File: config.mk
export PLATFORM = sky130hd
export DESIGN_NAME = instr_fetch
export DESIGN_NICKNAME = d
export VERILOG_FILES = /design/src/rtl/riscv_pkg.sv /design/src/rtl/fetch_fifo.sv /design/src/rtl/instr_fetch.sv
export SDC_FILE = /design/constraint.sdc
export NUM_CORES = 1
export LEC_CHECK = 0
export ABC_AREA = 1
export CORE_MARGIN = 4
export CORE_UTILIZATION = 40
export DETAILED_ROUTE_END_ITERATION = 8
export PLACE_DENSITY = 0.7
export SYNTH_ARGS = -nofsm -noshare
export SYNTH_HDL_FRONTEND = slang
export SYNTH_SLANG_ARGS = --single-unit
export TNS_END_PERCENT = 100
File: constraint.sdc
create_clock -name clk -period 3.79 [get_ports clk]
set_input_delay 1.137 -clock clk [delete_from_list [all_inputs] [get_ports clk]]
set_output_delay 1.137 -clock clk [all_outputs]
set_load 0.05 [all_outputs]
File: src/rtl/riscv_pkg.sv
// Shared RISC-V core types and constants.
// Holds the fetch-entry bundle passed from fetch to decode.
package riscv_pkg;

  localparam int XLEN = 32;

  localparam logic [XLEN-1:0] RESET_PC_DEF = 32'h0000_0000;

  typedef struct packed {
    logic [XLEN-1:0] pc;
    logic [XLEN-1:0] instr;
  } fetch_entry_t;

endpackage

File: src/rtl/fetch_fifo.sv
// Registered FIFO of fetched {pc, instr} entries.
// No overflow protection: the caller only pushes against granted credit.
module fetch_fifo
  import riscv_pkg::*;
#(
  parameter  int DEPTH = 4,
  localparam int AW    = $clog2(DEPTH),
  localparam int CW    = $clog2(DEPTH + 1)
) (
  input  logic          clk,
  input  logic          rst_n,
  input  logic          i_push,
  input  logic          i_pop,
  input  logic          i_flush,
  input  fetch_entry_t  i_data,
  output fetch_entry_t  o_data,
  output logic          o_valid,
  output logic [CW-1:0] o_count
);

  fetch_entry_t  r_mem [DEPTH];
  logic [AW-1:0] r_rd;
  logic [AW-1:0] r_wr;
  logic [CW-1:0] r_count;
  logic          w_pop;

  function automatic logic [AW-1:0] ptr_inc(
    input logic [AW-1:0] p
  );
    return (p == AW'(DEPTH - 1)) ? '0 : p + 1'b1;
  endfunction

  assign w_pop   = i_pop && (r_count != '0);
  assign o_valid = (r_count != '0);
  assign o_count = r_count;
  assign o_data  = o_valid ? r_mem[r_rd] : '0;

  always_ff @(posedge clk or negedge rst_n) begin
    if (!rst_n) begin
      r_rd    <= '0;
      r_wr    <= '0;
      r_count <= '0;
    end else if (i_flush) begin
      r_rd    <= '0;
      r_wr    <= '0;
      r_count <= '0;
    end else begin
      if (i_push) r_wr <= ptr_inc(r_wr);
      if (w_pop)  r_rd <= ptr_inc(r_rd);
      r_count <= r_count + CW'(i_push) - CW'(w_pop);
    end
  end

  always_ff @(posedge clk) begin
    if (i_push && !i_flush) r_mem[r_wr] <= i_data;
  end

  // A push into a full FIFO means the credit logic upstream is broken.
  always_ff @(posedge clk) begin
    if (rst_n && !i_flush && i_push && !w_pop)
      assert (r_count < CW'(DEPTH))
        else $error("fetch_fifo overflow");
  end

endmodule

File: src/rtl/instr_fetch.sv
// Fetch stage: PC, credit-limited imem requests, response tracking.
// Redirects flush the FIFO and mark in-flight responses for discard.
module instr_fetch
  import riscv_pkg::*;
#(
  parameter logic [XLEN-1:0] RESET_PC = RESET_PC_DEF,
  parameter int              DEPTH    = 4
) (
  input  logic            clk,
  input  logic            rst_n,
  output logic            imem_req_valid,
  input  logic            imem_req_ready,
  output logic [XLEN-1:0] imem_addr,
  input  logic            imem_rsp_valid,
  input  logic [XLEN-1:0] imem_rsp_data,
  input  logic            redirect_valid,
  input  logic [XLEN-1:0] redirect_pc,
  output logic            instr_valid,
  input  logic            instr_ready,
  output logic [XLEN-1:0] instr,
  output logic [XLEN-1:0] instr_pc
);

  localparam int            CW  = $clog2(DEPTH + 1);
  localparam logic [CW:0]   LIM = DEPTH[CW:0];

  logic [XLEN-1:0] r_pc;
  logic [XLEN-1:0] r_exp_pc;
  logic [CW-1:0]   r_pending;
  logic [CW-1:0]   r_drop;

  logic [CW-1:0]   w_count;
  logic [CW:0]     w_used;
  logic [XLEN-1:0] w_redir_pc;
  logic            w_req_fire;
  logic            w_keep;
  logic            w_pop;
  logic            w_unused;
  fetch_entry_t    w_push_data;
  fetch_entry_t    w_head;

  assign w_redir_pc = {redirect_pc[XLEN-1:2], 2'b00};
  assign w_unused   = ^redirect_pc[1:0];

  assign w_used = {1'b0, r_pending} + {1'b0, w_count};

  assign imem_req_valid = rst_n && !redirect_valid && (w_used < LIM);
  assign imem_addr      = r_pc;
  assign w_req_fire     = imem_req_valid && imem_req_ready;

  assign w_keep = imem_rsp_valid && (r_drop == '0) && !redirect_valid;
  assign w_pop  = instr_valid && instr_ready;

  assign w_push_data.pc    = r_exp_pc;
  assign w_push_data.instr = imem_rsp_data;

  assign instr    = w_head.instr;
  assign instr_pc = w_head.pc;

  always_ff @(posedge clk or negedge rst_n) begin
    if (!rst_n) begin
      r_pc      <= RESET_PC;
      r_exp_pc  <= RESET_PC;
      r_pending <= '0;
      r_drop    <= '0;
    end else begin
      r_pending <= r_pending + CW'(w_req_fire)
                 - CW'(imem_rsp_valid);
      if (redirect_valid) begin
        r_pc     <= w_redir_pc;
        r_exp_pc <= w_redir_pc;
        // Every outstanding response is stale; this cycle's is eaten here.
        r_drop   <= r_pending - CW'(imem_rsp_valid);
      end else begin
        if (w_req_fire) r_pc     <= r_pc + 32'd4;
        if (w_keep)     r_exp_pc <= r_exp_pc + 32'd4;
        if (imem_rsp_valid && (r_drop != '0))
          r_drop <= r_drop - CW'(1);
      end
    end
  end

  fetch_fifo #(
    .DEPTH (DEPTH)
  ) u_fifo (
    .clk     (clk),
    .rst_n   (rst_n),
    .i_push  (w_keep),
    .i_pop   (w_pop),
    .i_flush (redirect_valid),
    .i_data  (w_push_data),
    .o_data  (w_head),
    .o_valid (instr_valid),
    .o_count (w_count)
  );

endmodule

After elaboration in Yosys (flattened, before gate mapping)
Memories as Yosys holds them, arrays and structs flattened. Index checks and enable logic that the tools add are counted.

Register bits after elaboration: 77. Bits in writable memories: 256. Input port bits: 70. Word-level logic and storage cells: 55. Memories kept: 1.

Memory list: u_fifo.r_mem (words 4, width 64, rd ports 1, clocked after Yosys merged registers in 0, wr ports 1, line fetch_fifo.sv:21) `fetch_entry_t r_mem [DEPTH];`.

$add $sub $neg: 11. Magnitude comparators: 1. Eq/ne operators: 2. Mux-type cells: 16. Reduce and logical (&&, ||, !) cells: 17.

Operator list (count): $mux 32 (4); $add 32x3->32 const B (2); $mux 64 (1); $mux 2 (6); $logic_and 1x1->1 (9); $mux 3 (3); $sub 3x1->3 (3); $reduce_bool 2->1 (4); $add 3x1->3 (2); $reduce_bool 3->1 (2); $add 2x1->2 const B (2); $add 3x3->4 (1); $eq 2x2->1 const B (2); $lt 4x3->1 const B (1); $logic_not 3->1 (1); $sub 3x1->3 const B (1); $mux 1 (2); $logic_not 1->1 (1).

Depth between registers and ports, before layout
Depth after elaboration: 6. Mapped depth: 13.

By module
From an unflattened synthesis, not the netlist that was laid out.

Cell total of the unflattened synthesis: 1791. Area, all modules: 16607.2 µm².

By module, submodules not included: fetch_fifo (instances 1, cells an instance 1066, area each 11823.8 µm²); instr_fetch (instances 1, cells an instance 725, area each 4783.3 µm²).

Worst setup path after synthesis
OpenSTA, ideal clock, no wires.

Path kind: in2reg. From: in imem_rsp_valid. To: mem u_fifo.r_mem[0][0] in the netlist's numbering, enable pin. Data arrival time: 4205 ps. Setup slack: -897 ps. Stages on the path: 5. Path buffers: 1. Cells stage by stage: nand3_1 -> inv_1 -> nand2_1 -> buf_2 -> nor2_1.

Word-level cells in the longest chain between the ends: 5.

Ends and longest elaborated chain: start, declared (line instr_fetch.sv:14) `input logic imem_rsp_valid,`; $logic_and 1x1->1 (2 in series) (line instr_fetch.sv:51) `assign w_keep = imem_rsp_valid && (r_drop == '0) && !redirect_valid;`; $logic_and 1x1->1 (line fetch_fifo.sv:55) `if (i_push && !i_flush) r_mem[r_wr] <= i_data;`; $mux 1 (line fetch_fifo.sv:55); $mux 1 (not written as such) (line fetch_fifo.sv:55); end, declared (line fetch_fifo.sv:21).

No other way between the ends.

Worst setup path after layout
From: reg u_fifo.r_rd[0]. To: out instr_pc[20].

Word-level cells in the longest chain between the ends: 2.

Ends and longest elaborated chain: start, declared (line fetch_fifo.sv:22) `logic [AW-1:0] r_rd;`; start signal, assigned (line fetch_fifo.sv:49) `if (w_pop) r_rd <= ptr_inc(r_rd);`; $mem_v2 4x64; $mux 64 (line fetch_fifo.sv:36) `assign o_data = o_valid ? r_mem[r_rd] : '0;`; end, declared (line instr_fetch.sv:21) `output logic [XLEN-1:0] instr_pc`.

No other way between the ends.

==> results.json <==
{
  "timing.fmax_ghz": 0.288,
  "setup_violations": 0,
  "crit_required_ps": 2650,
  "cp.arrival_ps": 2340,
  "cellPowerDensity_nw_per_um2": 785,
  "yosysWarnings": 0,
  "start_util_pct": 40.5,
  "row_count": 70,
  "rsz0062_at_grt": "false",
  "async_reset_ff_share_pct": 22.7,
  "n_antenna_cell": 0,
  "seqCellArea_sq_um": 9280,
  "cts_hold_buf": 0,
  "finalSetupTns_ps": 0,
  "power_leakage_nw": 7.15,
  "track_usage_pct": 17.9,
  "syn2layout_area_growth_pct": 26.7,
  "cts_tree": "built",
  "holdCritPathClass": "in -> async",
  "grt_overflow": 0,
  "setup.worst_path.class": "reg -> out",
  "post_cts.repair.setup_buffers": 0,
  "hold_viol": 0,
  "synth-main-ff-cell": "edfxtp_1",
  "syn_area_sq_um": 14800,
  "ios": 168,
  "io_buffers": 161,
  "finalWirelength_microns": 36800,
  "nFillCells": 3190,
  "worstPathCellList": "inv_2 > buf_12 > o21ai_0 > a21oi_1 > buf_12",
  "hold_ws_ps": 442,
  "cts_made_buffers": 36,
  "worst_slew_pin_slew_ps": 994,
  "worstSetupEndpointType": "primary output",
  "cts_root_buf": "clkbuf_16",
  "grt_max_degree": 97,
  "max_cap_viol_count": 0,
  "htree_levels": 2,
  "synth_top_cells_by_count": "336 x nor2_1, 280 x nand2_1, 248 x edfxtp_1, 138 x o21ai_0, 89 x inv_1",
  "clk_latency_ps": 520,
  "cts-resized-gates": 0,
  "synth.area.top_cells": "edfxtp_1 50%, dfrtp_1 12%, nor2_1 8.5%, nand2_1 7.1%, o21ai_0 4.7%",
  "fp.dieW_microns": 200,
  "synth_cell_types": 41,
  "detail_route.wl_per_cell_microns": 17.0,
  "drive_above_1_share_pct": 10.4,
  "clk_pin_slew_ps": 60,
  "syn_inst": 1513,
  "cpMostUsedCell": "buf_12",
  "synth_edf_count": 248,
  "crit_family": "buffers and inverters",
  "vias_per_cell": 5.14,
  "finalCritPeriodShare_pct": 91.7,
  "drtIter0Drc": 657,
  "antenna_found_initial": 0,
  "slowest_delay_ps": 570,
  "crit_buf_inv": 3,
  "dieArea_sq_um": 40100,
  "start_kind": "flip-flop",
  "yosysSeqAreaShare_pct": 62.7,
  "relSlewSlack_pct": 33.7,
  "vdd_drop_max_uv": 315,
  "fin_worst_skew_ps": 14.9,
  "yosys.area.top_type": "edfxtp_1",
  "yosysMostFrequentCell": "nor2_1",
  "synth_top_area_share_pct": 50.3,
  "drcViolationCount": 0,
  "post-route-util_pct": 51.3,
  "drv_slew": 0,
  "status": "finished, final reports clean",
  "clockBufferDepth": 3,
  "fp.dieH_microns": 200,
  "p_total_w": 0.0147,
  "core_region_area_sq_um": 36500,
  "firstDrtPassIters": 5,
  "multi_input_area_sq_um": 4860,
  "grt_pass1_wl_microns": 58500,
  "vias": 11100,
  "place.gp.congestion": 0.884,
  "layout.nets": 1756,
  "slowest_stage": "dfrtp_4",
  "worstPathMaxFanout": 96,
  "drtAntennaViolNets": 0,
  "grt_pass1_vias": 11100,
  "syn_avg_cell_area_sq_um": 9.78,
  "cts_sinks": 321,
  "hpwl_microns": 23400,
  "synth-seq-cells": 321,
  "period_minus_slack_ps": 3470
}
==> worst register-to-register path: cells and delay by family, from the launching register on <==
kind | cells | cell delay (ps)
buffers and inverters | 4 | 560
AND/OR/NAND/NOR | 5 | 990
flip-flops | 1 | 430
adder cells (fa/ha/maj) | 3 | 830
==> per-stage QoR <==
step | setup WS, ps | std cells | cell area, sq um
floorplan | -897 | 1516 | 14800
global placement | 339 | 2097 | 17600
detailed placement | 298 | 2097 | 17600
CTS | 282 | 2161 | 18800
global route | 168 | 2161 | 18800
finish | 316 | 2161 | 18800
==> power breakdown <==
| group | internal (W) | switching [W] |
|---|---|---|
| clock | 0.00204 | 0.00134 |
| combinational | 0.00269 | 0.00415 |
| sequential | 0.00412 | 0.000365 |
==> metal layers <==
metal | GRT usage [%] | part of all wire, % | up-vias
li1 | - | - | 5393
met1 | 24.1 | 44 | 5234
met2 | 29.5 | 46 | 411
met3 | 3.58 | 7.4 | 68
met4 | 5.53 | 2.7 | 0
met5 | 0 | 0 | -
==> final timing paths <==
path / startpoint / endpoint / slack (ps) / cells after the start
setup reg to reg: u_fifo.o_count[1] / u_fifo.o_count[2] / 890 / 12
setup / recovery: u_fifo.r_rd[0] / instr_pc[20] / 320 / 5
min in group clk: r_pending[1] / r_pending[2] / 510 / 1
hold reg to reg: r_pending[1] / r_pending[2] / 510 / 1
max in group asynchronous: rst_n / u_fifo.r_rd[0] / 2010 / 2
hold / removal: rst_n / imem_addr[31] / 440 / 1
==> state kept, by name, indices dropped and copies added, names as in the netlist <==
signal          flops
u_fifo.o_count      3
u_fifo.r_rd         2
r_pending           3
imem_addr          30
r_drop              3
u_fifo.r_wr         2
r_exp_pc           30
u_fifo.r_mem      248
==> final cells by class <==
type,instances,share of cell area (%)
inverters,91,1.82
flip-flops and latches,321,49.5
well taps,468,3.12
multi-input cells,1034,25.9
clock buffers,44,5.02
clock inverters,20,1.14
repair buffers,183,13.5
==> cells by family after synthesis <==
logic type / after synthesis / share of synthesized area, %
compound gates: 233 / 8.31
xor+xnor: 19 / 1.12
fa+ha+maj: 19 / 1.71
buf+inv: 161 / 4.79
flops: 321 / 62.7
other cells: 1 / 0.0253
simple gates: 759 / 21.4
==> cell usage in the layout, fill, tap and decap left out, types with 14 or more instances in the layout <==
cell type | netlist | final
nor2_1 | 336 | 331
nand2_1 | 280 | 280
edfxtp_1 | 248 | 248
o21ai_0 | 138 | 138
clkdlybuf4s50_1 | 0 | 97
inv_1 | 89 | 89
nand3_1 | 86 | 86
buf_12 | 0 | 73
dfrtp_1 | 73 | 71
a21oi_1 | 68 | 68
clkbuf_16 | 0 | 36
ha_1 | 17 | 17
o211ai_1 | 14 | 14
Note: power is estimated with default switching activity, not from simulation.
